## src/rtl/output_dwell_pkg.sv

```systemverilog
// Shared types and helpers for the output dwell / break-before-make driver.
//   state_t   : controller state (IDLE, GAP, HOLD), 2-bit encoding
//   OFF       : the all-lines-low drive value
//   needs_gap : true when moving between two different non-zero drives
package output_dwell_pkg;

  typedef enum logic [1:0] {
    IDLE = 2'd0,
    GAP  = 2'd1,
    HOLD = 2'd2
  } state_t;

  localparam logic [1:0] OFF = 2'b00;

  function automatic logic needs_gap(input logic [1:0] cur, input logic [1:0] nxt);
    return (cur != OFF) && (nxt != OFF) && (cur != nxt);
  endfunction

endpackage

```

## src/rtl/output_dwell_2bits_dwell_counter.sv

```systemverilog
// Up-counter shared by the GAP and HOLD phases.
//   clk, rst  : clock, synchronous active-high reset
//   clear     : force count to zero (has priority over enable)
//   enable    : advance count by one
//   terminal  : compare value for the current phase
//   done      : enabled and count has reached terminal
// The counter never wraps because the controller clears it on done.
module dwell_counter #(
  parameter int CNT_W = 16
) (
  input  logic             clk,
  input  logic             rst,
  input  logic             clear,
  input  logic             enable,
  input  logic [CNT_W-1:0] terminal,
  output logic             done
);

  logic [CNT_W-1:0] count;

  always_ff @(posedge clk) begin
    if (rst || clear) begin
      count <= '0;
    end else if (enable) begin
      count <= count + 1'b1;
    end
  end

  assign done = enable && (count == terminal);

endmodule

```

## src/rtl/output_dwell_2bits.sv

```systemverilog
// Drives two external switch lines from clean internal requests.
// Every change of drive_out is followed by a minimum dwell, and a direct
// change between two different non-zero values goes through a GAP where
// both lines are low.
//   clk, rst   : clock, synchronous active-high reset
//   req_valid  : request present
//   req_data   : requested line state (sampled only on accept)
//   req_ready  : request can be accepted this cycle
//   abort      : synchronous force-off (dwelled like any other change)
//   drive_out  : registered line drive
//   busy       : controller not in IDLE
//
// state | meaning
// IDLE  | drive_out stable, dwell satisfied, requests accepted
// GAP   | lines held at OFF before applying the pending non-zero value
// HOLD  | minimum dwell after the last drive_out change
module output_dwell_2bits
  import output_dwell_pkg::*;
#(
  parameter int DWELL_CYCLES = 5000,
  parameter int GAP_CYCLES   = 50,
  parameter int CNT_W        = 16
) (
  input  logic       clk,
  input  logic       rst,
  input  logic       req_valid,
  input  logic [1:0] req_data,
  output logic       req_ready,
  input  logic       abort,
  output logic [1:0] drive_out,
  output logic       busy
);

  state_t           state;
  logic [1:0]       pending;
  logic             accept;
  logic             cnt_clear;
  logic             cnt_en;
  logic             cnt_done;
  logic [CNT_W-1:0] terminal;

  assign req_ready = (state == IDLE) && !abort;
  assign accept    = req_valid && req_ready;
  assign busy      = (state != IDLE);

  // GAP and HOLD share one counter; the terminal follows the phase.
  assign terminal = (state == GAP) ? CNT_W'(GAP_CYCLES - 1) : CNT_W'(DWELL_CYCLES - 1);

  // Clearing in IDLE guarantees every phase starts counting from zero,
  // and holding abort keeps the count pinned at zero.
  assign cnt_en    = (state != IDLE);
  assign cnt_clear = abort || (state == IDLE) || cnt_done;

  dwell_counter #(
    .CNT_W(CNT_W)
  ) u_counter (
    .clk      (clk),
    .rst      (rst),
    .clear    (cnt_clear),
    .enable   (cnt_en),
    .terminal (terminal),
    .done     (cnt_done)
  );

  always_ff @(posedge clk) begin
    if (rst) begin
      state     <= IDLE;
      drive_out <= OFF;
      pending   <= OFF;
    end else if (abort) begin
      pending <= OFF;
      // Already off and settled: nothing changes, so no dwell is needed.
      if (!((state == IDLE) && (drive_out == OFF))) begin
        drive_out <= OFF;
        state     <= HOLD;
      end
    end else begin
      case (state)
        IDLE: begin
          if (accept && (req_data != drive_out)) begin
            if (needs_gap(drive_out, req_data)) begin
              drive_out <= OFF;
              pending   <= req_data;
              state     <= GAP;
            end else begin
              drive_out <= req_data;
              state     <= HOLD;
            end
          end
        end
        GAP: begin
          if (cnt_done) begin
            drive_out <= pending;
            pending   <= OFF;
            state     <= HOLD;
          end
        end
        HOLD: begin
          if (cnt_done) begin
            state <= IDLE;
          end
        end
        default: begin
          state     <= IDLE;
          drive_out <= OFF;
          pending   <= OFF;
        end
      endcase
    end
  end

endmodule

```

## config.mk

```make
export PLATFORM = sky130hd
export DESIGN_NAME = output_dwell_2bits
export DESIGN_NICKNAME = d
export VERILOG_FILES = /design/src/rtl/output_dwell_pkg.sv /design/src/rtl/output_dwell_2bits_dwell_counter.sv /design/src/rtl/output_dwell_2bits.sv
export SDC_FILE = /design/constraint.sdc
export NUM_CORES = 1
export LEC_CHECK = 0
export CORE_ASPECT_RATIO = 0.9
export CORE_MARGIN = 1
export CORE_UTILIZATION = 46
export CTS_CLUSTER_DIAMETER = 100
export CTS_CLUSTER_SIZE = 30
export DETAILED_ROUTE_END_ITERATION = 8
export GPL_TIMING_DRIVEN = 0
export HOLD_SLACK_MARGIN = 0.12
export PLACE_DENSITY = 0.65
export SYNTH_ARGS = -nofsm -noshare
export SYNTH_HDL_FRONTEND = slang
export SYNTH_SLANG_ARGS = --single-unit
```

## constraint.sdc

```tcl
create_clock -name clk -period 1.73 [get_ports clk]
set_input_delay 0.4325 -clock clk [delete_from_list [all_inputs] [get_ports clk]]
set_output_delay 0.4325 -clock clk [all_outputs]
set_load 0.05 [all_outputs]
```

* Word-level counts from Yosys, hierarchy flattened *
Index checks and enable logic that the tools add are counted.

word-level totals
  output and inout port bits = 4
  logic and storage cells = 56
  bits of input ports = 6
  bits in registers = 22

operators by class
  bitwise operators = 1
  eq/ne operators = 13
  reduce and logical (&&, ||, !) cells = 20
  muxes and demuxes = 17
  add/sub/neg operators = 1

operator list
  cell                     count
  $mux W2                  13
  $pmux W2 S3              3
  $add A16 B1 Y16 const B  1
  $eq A16 B13 Y1           1
  $mux W13                 1
  $reduce_and A4 Y1        3
  $logic_and A1 B1 Y1      7
  $ne A2 B2 Y1 const B     3
  $ne A3 B3 Y1 const B     2
  $reduce_bool A2 Y1       3
  $logic_not A2 Y1         2
  $ne A2 B1 Y1 const B     2
  $ne A2 B2 Y1             2
  $logic_or A1 B1 Y1       3
  $ne A3 B2 Y1 const B     1
  $eq A2 B1 Y1 const B     1
  $eq A2 B2 Y1 const B     1
  $reduce_or A2 Y1         1
  $logic_not A1 Y1         1
  $not A1 Y1               1

* Longest topological paths before layout *
Gate-level depths: netlist (run 1).

  depth after elaboration = 7
  depth in mapped cells = 7
  depth with buffers taken out = 6

* Hierarchy *
Synthesis (run 1) repeated with hierarchy kept, for this count alone.

unflattened totals
  cell total of the unflattened synthesis = 168
  area, all modules = 1397.6 um2

by module, submodules not included
  module              cells an instance  instances  seq. area each (um2)  area an instance (um2)
  dwell_counter       105                1          320.3                 953.4
  output_dwell_2bits  63                 1          120.1                 444.2

* Least setup slack after synthesis (run 1) *
Ideal clock, no wire load.

  path type = reg-to-output
  start = register state[1]
  end = output port req_ready
  buffers on the path = 1
  required time = 1.297 ns
  slack = -0.301 ns
  data arrival time = 1.598 ns
  stages on the path, launching flop included = 5
  path through = dfxtp_1 -> clkbuf_8 -> nor2_1 -> inv_1 -> nor2_1

between the ends
  cells in the longest elaborated chain, start to end = 2

ends and longest elaborated chain
  item                      line                      RTL
  start: declaration        output_dwell_2bits.sv:34  state_t state;
  start signal: assignment  output_dwell_2bits.sv:67  state <= IDLE;
  start signal: assignment  output_dwell_2bits.sv:75  state <= HOLD;
  start signal: assignment  output_dwell_2bits.sv:84  state <= GAP;
  $logic_not A2 Y1          output_dwell_2bits.sv:42  assign req_ready = (state == IDLE) && !abort;
  $logic_and A1 B1 Y1       output_dwell_2bits.sv:42
  end: declaration          output_dwell_2bits.sv:28  output logic req_ready,

Every way passes these cells.

* Worst setup path in the final report (run 1) *
  start = register u_counter.count[4]
  end = register drive_out[1]

between the ends
  cells in the longest elaborated chain, start to end = 4

ends and longest elaborated chain
  item                         line                                    RTL
  start: declaration           output_dwell_2bits_dwell_counter.sv:19  logic [CNT_W-1:0] count;
  start signal: assignment     output_dwell_2bits_dwell_counter.sv:25  count <= count + 1'b1;
  $eq A16 B13 Y1               output_dwell_2bits_dwell_counter.sv:29  assign done = enable && (count == terminal);
  $logic_and A1 B1 Y1          output_dwell_2bits_dwell_counter.sv:29
  $ne A3 B3 Y1 (no line)       --
  $reduce_and A4 Y1 (no line)  --
  end signal: assignment       output_dwell_2bits.sv:86                drive_out <= req_data;
  end signal: assignment       output_dwell_2bits.sv:93                drive_out <= pending;
  end: declaration             output_dwell_2bits.sv:30                output logic [1:0] drive_out,

Every way passes these cells.
A chain may end at the register's enable or synchronous reset.

==> results of run 1 <==
## cell families after synthesis
logic type      share of synthesized area, %
fa+ha+maj                              0.984
xor+xnor                                11.7
mux                                     3.15
simple gates                            31.4
buf+inv                                 5.71
compound gates                          12.4
flops                                   34.6
## layer usage
metal / vias up / track usage (%)
met5: - / 0
met3: 3 / 5.72
li1: 558 / -
met2: 21 / 30.0
met4: 0 / 4.47
met1: 515 / 29.6
## critical path: cells and delay by family (launching register included)
kind,cells,cell delay [ns]
AO/OA/AOI/OAI,2,0.49
flip-flops,1,0.39
AND/OR/NAND/NOR,2,0.36
multiplexers,1,0.23
buffers and inverters,1,0.11
## power by group through the flow
stage,clock (mW),sequential [mW],combinational (mW)
floorplan,0,0.539,0.0964
global placement,0,0.530,0.149
detailed placement,0,0.530,0.151
CTS,0.297,0.519,0.156
global route,0.314,0.519,0.185
finish,0.281,0.517,0.172
## flip-flops by register name, indices dropped and copies added, names as in the netlist
name,cells
state,2
u_counter.count,16
drive_out,2
pending,2
## layout make-up
| cell class | count | area, sq um | area share [%] |
|---|---|---|---|
| multi-input cells | 112 | 866 | 53.6 |
| flip-flops and latches | 22 | 460 | 28.5 |
| repair buffers | 16 | 131 | 8.14 |
| plain buffers | 5 | 60.1 | 3.72 |
| clock buffers | 4 | 36.3 | 2.25 |
| well taps | 28 | 35.0 | 2.17 |
| inverters | 6 | 25.0 | 1.55 |
## timing repair
action / 4_1_cts / 5_1_grt
gates resized for setup: 26 / 31
pin swaps: 3 / 10
setup buffers: 0 / 7
hold buffers: 0 / 0
setup endpoints to repair: 20 / 22
## metrics by stage
step	instance area (sq um)	hold slack [ns]	worst slack [ns]	total power [mW]	cells
floorplan	1280	0.437	0.0588	0.635	145
global placement	1410	0.470	-0.674	0.680	182
detailed placement	1410	0.471	-0.676	0.681	182
CTS	1480	0.503	-0.0473	0.972	186
global route	1610	0.510	-0.0486	1.02	193
finish	1610	0.496	0.0516	0.970	193
## Yosys cell counts (3+ instances only)
master | number | area share [%]
nor4_1 | 3 | 1.5
inv_1 | 6 | 1.8
a21oi_1 | 3 | 1.2
and3_1 | 3 | 1.5
dfxtp_1 | 22 | 35
nor3_1 | 3 | 1.2
nor2_1 | 22 | 6.5
nand3_1 | 10 | 3.9
o21ai_0 | 4 | 1.6
nand2_1 | 10 | 3.0
a311oi_1 | 3 | 2.1
mux2i_1 | 4 | 3.1
xnor2_1 | 7 | 4.8
xor2_1 | 10 | 6.9
buf_4 | 3 | 1.8
## final timing paths
path                                          from                 end  slack (ns)  cells past startpoint
worst min register to register  u_counter.count[0]  u_counter.count[0]        0.50                      1
worst max-delay path            u_counter.count[4]        drive_out[1]        0.05                      6
worst max register to register  u_counter.count[4]        drive_out[1]        0.05                      6
worst min-delay path                   req_data[0]          pending[0]        0.50                      3
==> metrics.csv, run 1 <==
metric;value;unit
slew_viol_final;0;
power.share.combinational;17.8;%
cell_row_count;17;
n_antenna_cell;0;
wl_met3;104;um
post_layout_util;63.8;%
syn-cell-area;0.00127;sq mm
worst_path_max_delay_cell;dfxtp_4;
floorplan.io_pins;10;
dpl.hpwl;1.92;mm
drcViolationCount;0;
clockPowerShare;29.0;%
numPortBuffers;9;
layout_worst_path_cycle_share;97.0;%
setup.worst_path.end_class;flip-flop;
p_switching;0.258;mW
design.die.area;0.00298;sq mm
final.fill_count;221;
dieWidth;57.4;um
unrepaired_setup_endpoints_after_global_routing;true;
detailroute.wirelength.met2;1.29;mm
final_net_count;173;
layout.cells.most_common_list;nor2_1, dfxtp_1, nand3_1, xor2_1;
htree_levels;1;
worst_pin_slew;0.500;ns
outcome;complete, no violations;
via_count;1097;
routedWlPerCell;14.8;um
synth_edf_count;0;
async_flop_share;0;%
start_util;50.2;%
maximum_fanout_encountered_on_the_critical_timing_path;6;
clk_path_buf_depth;2;
wirelength_met1;1.44;mm
most_common_library_cell_in_the_layout_ignoring_fill_and_taps;nor2_1;
highest_layer;met4;
worstSetupStartpointType;flip-flop;
number_of_vias_per_cell_after_detailed_routing;5.68;
cts.sink_count;22;
slew_headroom;66.3;%
placeableCoreArea;0.00253;sq mm
initial_antenna_violation_count;0;
worst-endpoint-arrival;1.92;ns
ys.flop_type;dfxtp_1;
proportion_of_layout_cells_with_a_drive_suffix_above_1;31.5;%
fin_crit;1.68;ns
seqPwrFrac;53.2;%
clk_root_buffer_cell;clkbuf_4;
grt_overflow;0;
grt_max_degree;13;
grt_pass1_vias;993;
finalWeightedCongestion;0.864;
ant_nets;0;
timing.critical_path.cells;buf_4 > nand4bb_1 > nor4_4 > o2111ai_4 > a21oi_4 > mux2i_1;
avgSynthCellArea;8.77;sq um
yosys.cell_types.count;41;
synthesis.yosys.warnings;0;
post_synth_inst_count;145;
synth_nets;152;
final.setup_skew;0.00974;ns
standby_leakage_power;0.599;nW
clock_insertion_delay_worst_skew;0.31;ns
worst-endpoint-required;1.97;ns
die_height;51.9;um
p_sw_share;26.6;%
clkSlewWorstSetupHoldPaths;0.12;ns
dr.pass1.iters;4;
timing.final.hold_violations;0;
timing.critical_path.slowest_cell_delay;0.39;ns
drt-initial-drc-count;28;
max_clock_freq;596;MHz
power_per_cell_area;601;mW/mm^2
area_growth;27.0;%
setup_viol;0;
cts_inserted_buffers;3;
first_pass_grt_wire_length;4.63;mm
synth_sequential_area_ratio;34.6;%
intPower;0.712;mW
gr_usage_total;20.5;%
drt-total-wl;2.85;mm
cts_tree;built;
postSynthRegisterBits;22;
worst_hold_check_path_type;in -> reg;
worst-setup-path-type;reg -> reg;
vdd_drop_max;0.457;mV
max_cap_viol_count;0;
setup-tns-final;0;ns
Power figures use the tool's default switching activity.
==> run 2, diff against run 1 <==
--- a/config.mk
+++ b/config.mk
@@ -14,6 +14,7 @@
 export GPL_TIMING_DRIVEN = 0
 export HOLD_SLACK_MARGIN = 0.12
 export PLACE_DENSITY = 0.65
+export RECOVER_POWER = 50
 export SYNTH_ARGS = -nofsm -noshare
 export SYNTH_HDL_FRONTEND = slang
 export SYNTH_SLANG_ARGS = --single-unit
==> results of run 2 <==
No change in the layout: final DEF, timing and power equal those of run 1.
